**src/rtl/instr_fsm_if.sv**
```systemverilog
// Controller bus: instruction/start inputs plus all datapath control outputs.
// The slave modport is the controller's side; the master modport drives s/load/in.
interface instr_fsm_if;
  logic        s;
  logic        load;
  logic [15:0] in;
  logic        w;
  logic [2:0]  readnum;
  logic [2:0]  writenum;
  logic        write;
  logic [1:0]  vsel;
  logic        loada;
  logic        loadb;
  logic        loadc;
  logic        loads;
  logic        asel;
  logic        bsel;
  logic [1:0]  shift;
  logic [1:0]  ALUop;
  logic [15:0] sximm8;

  modport master (
    output s, load, in,
    input  w, readnum, writenum, write, vsel, loada, loadb, loadc, loads,
    input  asel, bsel, shift, ALUop, sximm8
  );

  modport slave (
    input  s, load, in,
    output w, readnum, writenum, write, vsel, loada, loadb, loadc, loads,
    output asel, bsel, shift, ALUop, sximm8
  );
endinterface

```
**src/rtl/instr_fsm.sv**
```systemverilog
// Instruction register plus Moore sequencer for a small MOV/ALU datapath.
// Outputs are registered from the state being entered, so they track the state exactly.
module instr_fsm (
  input logic        clk,
  input logic        reset,
  instr_fsm_if.slave bus
);

  typedef enum logic [2:0] {
    StWait, StDecode, StImm, StGetA, StGetB, StExec, StWb
  } state_e;

  localparam logic [4:0] OpMovImm = 5'b110_10;
  localparam logic [4:0] OpMovReg = 5'b110_00;
  localparam logic [4:0] OpAdd    = 5'b101_00;
  localparam logic [4:0] OpCmp    = 5'b101_01;
  localparam logic [4:0] OpAnd    = 5'b101_10;
  localparam logic [4:0] OpMvn    = 5'b101_11;

  state_e      r_state;
  logic [15:0] r_ir;
  logic        r_w, r_write, r_loada, r_loadb, r_loadc, r_loads, r_asel;
  logic [2:0]  r_readnum, r_writenum;
  logic [1:0]  r_vsel;

  logic [4:0] w_opc;
  logic [2:0] w_rn, w_rd, w_rm;

  assign w_opc = r_ir[15:11];
  assign w_rn  = r_ir[10:8];
  assign w_rd  = r_ir[7:5];
  assign w_rm  = r_ir[2:0];

  always_ff @(posedge clk or posedge reset) begin
    if (reset) begin
      r_state    <= StWait;
      r_ir       <= 16'h0000;
      r_w        <= 1'b1;
      r_write    <= 1'b0;
      r_loada    <= 1'b0;
      r_loadb    <= 1'b0;
      r_loadc    <= 1'b0;
      r_loads    <= 1'b0;
      r_asel     <= 1'b0;
      r_readnum  <= 3'd0;
      r_writenum <= 3'd0;
      r_vsel     <= 2'b00;
    end else begin
      r_w        <= 1'b0;
      r_write    <= 1'b0;
      r_loada    <= 1'b0;
      r_loadb    <= 1'b0;
      r_loadc    <= 1'b0;
      r_loads    <= 1'b0;
      r_asel     <= 1'b0;
      r_readnum  <= 3'd0;
      r_writenum <= 3'd0;
      r_vsel     <= 2'b00;
      case (r_state)
        StWait: begin
          if (bus.load) r_ir <= bus.in;
          if (bus.s) begin
            r_state <= StDecode;
          end else begin
            r_state <= StWait;
            r_w     <= 1'b1;
          end
        end
        StDecode: begin
          case (w_opc)
            OpMovImm: begin
              r_state    <= StImm;
              r_writenum <= w_rn;
              r_vsel     <= 2'b10;
              r_write    <= 1'b1;
            end
            OpMovReg, OpMvn: begin
              r_state   <= StGetB;
              r_readnum <= w_rm;
              r_loadb   <= 1'b1;
            end
            OpAdd, OpCmp, OpAnd: begin
              r_state   <= StGetA;
              r_readnum <= w_rn;
              r_loada   <= 1'b1;
            end
            default: begin
              r_state <= StWait;
              r_w     <= 1'b1;
            end
          endcase
        end
        StGetA: begin
          r_state   <= StGetB;
          r_readnum <= w_rm;
          r_loadb   <= 1'b1;
        end
        StGetB: begin
          r_state <= StExec;
          if (w_opc == OpCmp) r_loads <= 1'b1;
          else                r_loadc <= 1'b1;
          // Single-operand ops pass B through the ALU with A forced to zero.
          r_asel  <= (w_opc == OpMovReg) || (w_opc == OpMvn);
        end
        StExec: begin
          if (w_opc == OpCmp) begin
            r_state <= StWait;
            r_w     <= 1'b1;
          end else begin
            r_state    <= StWb;
            r_writenum <= w_rd;
            r_write    <= 1'b1;
          end
        end
        default: begin
          r_state <= StWait;
          r_w     <= 1'b1;
        end
      endcase
    end
  end

  assign bus.w        = r_w;
  assign bus.readnum  = r_readnum;
  assign bus.writenum = r_writenum;
  assign bus.write    = r_write;
  assign bus.vsel     = r_vsel;
  assign bus.loada    = r_loada;
  assign bus.loadb    = r_loadb;
  assign bus.loadc    = r_loadc;
  assign bus.loads    = r_loads;
  assign bus.asel     = r_asel;
  assign bus.bsel     = 1'b0;
  assign bus.shift    = r_ir[4:3];
  assign bus.ALUop    = r_ir[12:11];
  assign bus.sximm8   = {{8{r_ir[7]}}, r_ir[7:0]};

endmodule

```
**src/flat_wrapper.sv**
```systemverilog
// flat-port wrapper written by rule: the top's interface ports become plain ports
module instr_fsm_flat 
  (clk, reset, bus_s, bus_load, bus_in, bus_w, bus_readnum, bus_writenum, bus_write, bus_vsel, bus_loada, bus_loadb, bus_loadc, bus_loads, bus_asel, bus_bsel, bus_shift, bus_ALUop, bus_sximm8);
  instr_fsm_if bus_i ();
  input logic clk;
  input logic reset;
  input wire logic [$bits(bus_i.s)-1:0] bus_s;
  input wire logic [$bits(bus_i.load)-1:0] bus_load;
  input wire logic [$bits(bus_i.in)-1:0] bus_in;
  output wire logic [$bits(bus_i.w)-1:0] bus_w;
  output wire logic [$bits(bus_i.readnum)-1:0] bus_readnum;
  output wire logic [$bits(bus_i.writenum)-1:0] bus_writenum;
  output wire logic [$bits(bus_i.write)-1:0] bus_write;
  output wire logic [$bits(bus_i.vsel)-1:0] bus_vsel;
  output wire logic [$bits(bus_i.loada)-1:0] bus_loada;
  output wire logic [$bits(bus_i.loadb)-1:0] bus_loadb;
  output wire logic [$bits(bus_i.loadc)-1:0] bus_loadc;
  output wire logic [$bits(bus_i.loads)-1:0] bus_loads;
  output wire logic [$bits(bus_i.asel)-1:0] bus_asel;
  output wire logic [$bits(bus_i.bsel)-1:0] bus_bsel;
  output wire logic [$bits(bus_i.shift)-1:0] bus_shift;
  output wire logic [$bits(bus_i.ALUop)-1:0] bus_ALUop;
  output wire logic [$bits(bus_i.sximm8)-1:0] bus_sximm8;
  assign bus_i.s = bus_s;
  assign bus_i.load = bus_load;
  assign bus_i.in = bus_in;
  assign bus_w = bus_i.w;
  assign bus_readnum = bus_i.readnum;
  assign bus_writenum = bus_i.writenum;
  assign bus_write = bus_i.write;
  assign bus_vsel = bus_i.vsel;
  assign bus_loada = bus_i.loada;
  assign bus_loadb = bus_i.loadb;
  assign bus_loadc = bus_i.loadc;
  assign bus_loads = bus_i.loads;
  assign bus_asel = bus_i.asel;
  assign bus_bsel = bus_i.bsel;
  assign bus_shift = bus_i.shift;
  assign bus_ALUop = bus_i.ALUop;
  assign bus_sximm8 = bus_i.sximm8;
  instr_fsm u_core (.clk(clk), .reset(reset), .bus(bus_i));
endmodule
```
**config.mk**
```make
export PLATFORM = sky130hd
export DESIGN_NAME = instr_fsm_flat
export DESIGN_NICKNAME = d
export VERILOG_FILES = /design/src/rtl/instr_fsm_if.sv /design/src/rtl/instr_fsm.sv /design/src/flat_wrapper.sv
export SDC_FILE = /design/constraint.sdc
export NUM_CORES = 1
export LEC_CHECK = 0
export ABC_AREA = 1
export ABC_CLOCK_PERIOD_IN_PS = 1200
export BUFFER_PORTS_ARGS = -buffer_cell sky130_fd_sc_hd__buf_4
export CAP_MARGIN = 20
export CORE_ASPECT_RATIO = 0.5
export CORE_UTILIZATION = 27
export DETAILED_ROUTE_END_ITERATION = 7
export PLACE_DENSITY_LB_ADDON = 0.08
export SLEW_MARGIN = 0
export SYNTH_ARGS = -nofsm -noshare
export SYNTH_HDL_FRONTEND = slang
export SYNTH_SLANG_ARGS = --single-unit
```
**constraint.sdc**
```tcl
create_clock -name clk -period 1.2 [get_ports clk]
set_input_delay 0.24 -clock clk [delete_from_list [all_inputs] [get_ports clk]]
set_output_delay 0.24 -clock clk [all_outputs]
set_load 0.005 [all_outputs]
```
==> flow_metrics.env, run 1 <==
export IMPL_syn_to_final_growth_pct=40.61
export IMPL_routed_wl_mm=3.249
export IMPL_drtIter0Drc=54
export IMPL_synth_cell_types=20
export IMPL_antenna_found_initial=0
export IMPL_cts_tree="yes"
export IMPL_yosysSeqAreaShare_pct=54.22
export IMPL_wl_per_cell_um=11.13
export IMPL_finalMaxSlewViolations=0
export IMPL_setup_tns_ns=0
export IMPL_power_density_nw_per_um2=2444
export IMPL_io_pins=56
export IMPL_cap_viol_max_count=0
export IMPL_numCtsBuffers=5
export IMPL_fin_area_um2=2145
export IMPL_nFillCells=525
export IMPL_initial_utilization_pct=29.44
export IMPL_antenna_left=0
export IMPL_worstPathRequired_ns=1.41
export IMPL_clk_latency_ns=0.27
export IMPL_grt_pass1_wl_mm=4.981
export IMPL_ys_ff_latch=33
export IMPL_holdCritPathClass="primary input to flip-flop"
export IMPL_whs_ns=0.2047
export IMPL_die_area_um2=5972
export IMPL_synth_top_area_cell="dfrtp_1"
export IMPL_setup_viol=0
export IMPL_crit_fanout=5
export IMPL_yosysTopAreaCellShare_pct=52.50
export IMPL_cts_htree_levels=2
export IMPL_r2r_cells=7
export IMPL_fin_worst_skew_ns=0.003537
export IMPL_finalHoldViolCount=0
export IMPL_drc=0
export IMPL_grt_use_total_pct=11.71
export IMPL_min_delay_worst_endpoint="u_core.r_state[0]"
export IMPL_vias=1166
export IMPL_synthCells=172
export IMPL_yosysWarningCount=0
export IMPL_portBuffers=53
export IMPL_startpoint="u_core.r_state[0]"
export IMPL_rsz0062_at_grt="yes"
export IMPL_grt_pass1_vias=1020
export IMPL_final_cells=292
export IMPL_r2r_start="u_core.r_state[0]"
export IMPL_critical_path_class="flip-flop to flip-flop"
export IMPL_worstHoldStart="bus_s"
export IMPL_avgSynthCellArea_um2=8.868
export IMPL_grt_max_degree=33
export IMPL_placed_area_um2=1917
export IMPL_viasPerCell=3.993
export IMPL_rows=18
export IMPL_crit_path_end_kind="flip-flop"
export IMPL_hold_depth=3
export IMPL_synthTopCellsByArea="dfrtp_1 (53%), buf_4 (11%), nand2_1 (7.9%)"
export IMPL_dp_hpwl_mm=2.425
export IMPL_fmax_ghz=0.8665
export IMPL_vdd_ir_drop_max_v=0.0006479
export IMPL_fin_nets=241
export IMPL_die_y_um=55.15
export IMPL_overflow=0
export IMPL_fin_crit_ns=1.154
export IMPL_clkTransAtPathRegs_ns=0.05
export IMPL_diodes=0
export IMPL_finish_utilization_pct=41.40
export IMPL_syn_area_um2=1525
export IMPL_layout_commonest_cell="buf_4"
export IMPL_leakage_nw=1.172
export IMPL_status="completed"
export IMPL_first_pass_iters=4
export IMPL_numPlacedInstances=279
export IMPL_gp_congestion=0.7608
export IMPL_r2r_slack_ns=0.05
export IMPL_cp_arrival_ns=1.36
export IMPL_clockBufferDepth=2
export IMPL_worstReg2RegEnd="u_core.bus.readnum[0]"
export IMPL_layout_common_cells="buf_4 (62), nand2_1 (32), dfrtp_1 (30)"
export IMPL_crit_path_start_kind="flip-flop"
export IMPL_clock_sinks=33
export IMPL_drive_gt1_share_pct=40.09
export IMPL_die_x_um=108.3
export IMPL_core_um2=5180
export IMPL_fin_crit_sh_pct=96.17
export IMPL_clk_root_buffer_cell="clkbuf_16"
[kinds of logic after synthesis]
family | count (synthesis) | synth area share [%]
other | 1 | 0.2459
buffers and inverters | 51 | 18.38
DFF | 33 | 54.23
AOI/OAI and AO/OA | 21 | 6.973
and+or+nand+nor | 66 | 20.18
[sequential cells by signal (all words and copies together), names as in the netlist]
name	cells
u_core.bus.loadc	1
u_core.bus.loada	1
u_core.r_state	3
u_core.bus.loads	1
u_core.bus.asel	1
u_core.bus.write	1
u_core.bus.writenum	3
u_core.r_ir	16
u_core.bus.loadb	1
u_core.bus.vsel	1
u_core.bus.readnum	3
u_core.bus.w	1
[critical path, stage by stage, from the launching register on]
cell,delay (ns)
dfrtp_1,0.38
buf_6,0.13
inv_4,0.03
nor2_4,0.10
nand2_4,0.08
nor3_4,0.22
nand2_1,0.08
nand2_1,0.07
[metal layers]
| layer | share of wire, % | global-route usage, % |
|---|---|---|
| met3 | 5.5 | 4.567 |
| met4 | 0.58 | 4.054 |
| met1 | 55 | 16.43 |
| met5 | 0 | 0 |
| met2 | 39 | 16.24 |
[synthesized netlist by cell type, drive strengths merged]
cell type and n:
nand2 33, dfrtp 32, inv 26, buf 25, nand3 15, nor2 15
o21ai 14, a21oi 6, nor3 2, a31oi 1, conb 1, dfstp 1
nand4 1
[layout make-up]
type / instances / area [um2] / share of cell area, %
sequential: 33 / 829.5 / 38.68
timing repair buffer: 66 / 526.8 / 24.56
multi-input combinational: 89 / 454.2 / 21.18
clock buffer: 8 / 146.4 / 6.826
inverter: 26 / 100.1 / 4.667
tap: 70 / 87.58 / 4.084
[how the worst max path moves through the flow]
stage | slack (ns) | end
after floorplan | 0.13 | u_core.r_ir[11]
after global placement | -0.01 | u_core.bus.writenum[2]
after detailed placement | -0.04 | u_core.r_state[2]
after CTS | 0.005 | u_core.r_state[2]
after global routing | -0.06 | u_core.bus.writenum[1]
final | 0.05 | u_core.bus.readnum[0]
[power breakdown]
group	total, mW	internal [mW]	switching [mW]
combinational	2.11	1.09	1.02
sequential	1.89	1.54	0.354
clock	1.24	0.826	0.417
total	5.24	3.46	1.79
[metrics by stage]
stage          setup WS, ns  total power, mW
3_5_place_dp       -0.04057            3.835
2_1_floorplan        0.1258            3.173
6_report            0.04599            5.242
3_3_place_gp       -0.01368            3.821
4_1_cts            0.004802            5.125
5_1_grt            -0.05697            5.646
[repair_timing]
action                                  CTS  global route
gates resized for setup                   3            11
hold buffers                              1             0
endpoints found under the setup margin   14            28
pin swaps                                 0             6
hold endpoints to repair                  5             0
setup buffers                             0             4
(Power assumes the default switching activity.)
==> run 2, diff against run 1 <==
--- a/config.mk
+++ b/config.mk
@@ -10,7 +10,7 @@
 export BUFFER_PORTS_ARGS = -buffer_cell sky130_fd_sc_hd__buf_4
 export CAP_MARGIN = 20
 export CORE_ASPECT_RATIO = 0.5
-export CORE_UTILIZATION = 27
+export CORE_UTILIZATION = 40
 export DETAILED_ROUTE_END_ITERATION = 7
 export PLACE_DENSITY_LB_ADDON = 0.08
 export SLEW_MARGIN = 0
==> flow_metrics.env, run 2 (synthesized netlist as in run 1, its figures left out) <==
export IMPL_cts_htree_levels=2
export IMPL_clk_latency_ns=0.29
export IMPL_io_pins=56
export IMPL_fin_worst_skew_ns=0.003967
export IMPL_initial_utilization_pct=43.00
export IMPL_cts_tree="yes"
export IMPL_antenna_found_initial=0
export IMPL_largest_register="u_core.r_ir"
export IMPL_fin_crit_sh_pct=99.39
export IMPL_fmax_ghz=0.8385
export IMPL_crit_top_cell="nor2_1"
export IMPL_fin_crit_ns=1.193
export IMPL_cp_arrival_ns=1.36
export IMPL_die_x_um=89.33
export IMPL_cap_viol_max_count=0
export IMPL_largest_reg_flops=16
export IMPL_crit_fanout=32
export IMPL_finalHoldViolCount=0
export IMPL_setup_viol=0
export IMPL_antenna_left=0
export IMPL_holdCritPathClass="primary input to flip-flop"
export IMPL_critPathTopFamily="simple AND/OR/NAND/NOR gates"
export IMPL_final_cells=270
export IMPL_crit_chain="nor2_1 > nand3_2 > buf_12 > nor2_1 > a21oi_1"
export IMPL_viasPerCell=4.385
export IMPL_grt_pass1_wl_mm=4.602
export IMPL_crit_path_end_kind="flip-flop"
export IMPL_layout_common_cells="buf_4 (59), nand2_1 (30), dfrtp_1 (30)"
export IMPL_numPlacedInstances=257
export IMPL_fin_nets=238
export IMPL_drive_gt1_share_pct=39.73
export IMPL_crit_slowest_cell="dfrtp_1"
export IMPL_crit_path_max_incr_delay_ns=0.41
export IMPL_rows=15
export IMPL_wl_per_cell_um=10.93
export IMPL_critical_path_class="flip-flop to flip-flop"
export IMPL_core_um2=3547
export IMPL_clock_sinks=33
export IMPL_dp_hpwl_mm=2.184
export IMPL_finalMaxSlewViolations=0
export IMPL_placed_area_um2=1871
export IMPL_gp_congestion=0.7554
export IMPL_crit_path_start_kind="flip-flop"
export IMPL_worstPathRequired_ns=1.37
export IMPL_portBuffers=53
export IMPL_whs_ns=0.2028
export IMPL_grt_pass1_vias=982
export IMPL_setup_tns_ns=0
export IMPL_diodes=0
export IMPL_clk_root_buffer_cell="clkbuf_8"
export IMPL_clkTransAtPathRegs_ns=0.07
export IMPL_crit_buf_inv=1
export IMPL_syn_to_final_growth_pct=33.88
export IMPL_clockBufferDepth=2
export IMPL_rsz0062_at_grt="yes"
export IMPL_vias=1184
export IMPL_die_y_um=45.67
export IMPL_die_area_um2=4079
export IMPL_layout_commonest_cell="buf_4"
export IMPL_first_pass_iters=4
export IMPL_grt_max_degree=34
export IMPL_status="completed"
export IMPL_routed_wl_mm=2.950
export IMPL_vdd_ir_drop_max_v=0.0007096
export IMPL_drtIter0Drc=68
export IMPL_leakage_nw=1.135
export IMPL_fin_area_um2=2042
export IMPL_overflow=0
export IMPL_grt_use_total_pct=16.08
export IMPL_drc=0
export IMPL_numCtsBuffers=5
export IMPL_power_density_nw_per_um2=2308
-- run 2: final timing paths --
check                                  start                     end  slack, ns  cells past startpoint
max                        u_core.r_state[1]         u_core.r_ir[14]      0.007                      5
min                                    bus_s       u_core.r_state[0]       0.20                      3
max reg2reg                u_core.r_state[1]         u_core.r_ir[14]      0.007                      5
min reg2reg                   u_core.r_ir[8]  u_core.bus.writenum[0]       0.52                      2
max in group asynchronous              reset            u_core.bus.w       0.41                      4
min in group asynchronous              reset        u_core.bus.loads       0.55                      4
-- run 2: power by group --
part	internal, mW	leakage, nW	total [mW]	switching [mW]
registers	1.53	0.418	1.90	0.363
logic	1.04	0.673	2.02	0.981
clock network	0.401	0.0450	0.799	0.397
-- run 2: metrics by stage --
| stage | utilization [%] | total power, mW | worst slack, ns |
|---|---|---|---|
| after floorplan | - | 3.173 | 0.1258 |
| after global placement | 52.73 | 3.700 | -0.1169 |
| after detailed placement | 52.73 | 3.764 | -0.1197 |
| after CTS | 55.87 | 4.619 | 0.001227 |
| after global routing | 57.57 | 5.087 | -0.09075 |
| final | 57.57 | 4.713 | 0.007351 |
-- run 2: layer usage --
metal | track usage (%) | routed length, um | vias up
met1 | 22.64 | 1494 | 534
li1 | - | - | 600
met4 | 7.619 | 58 | 0
met3 | 5.435 | 226 | 6
met2 | 22.29 | 1171 | 44
met5 | 0 | 0 | -
-- run 2: layout make-up --
| class | count | area [um2] |
|---|---|---|
| Multi-Input combinational cell | 89 | 461.7 |
| Sequential cell | 33 | 829.5 |
| Fill cell | 344 | 1505 |
| Clock inverter | 2 | 10.01 |
| Tap cell | 51 | 63.81 |
| Timing Repair Buffer | 63 | 504.2 |
| Inverter | 26 | 100.1 |
| Clock buffer | 6 | 72.57 |
-- run 2: repair_timing --
item,in CTS,in global routing
pin swaps,1,6
gates resized for setup,5,10
endpoints found under the hold margin,7,0
hold buffers,1,0
endpoints found under the setup margin,16,37
buffers inserted,0,4
-- run 2: worst register-to-register path, stage by stage, from the launching register on --
cell,delay [ns]
dfrtp_1,0.41
nor2_1,0.21
nand3_2,0.12
buf_12,0.18
nor2_1,0.11
a21oi_1,0.05
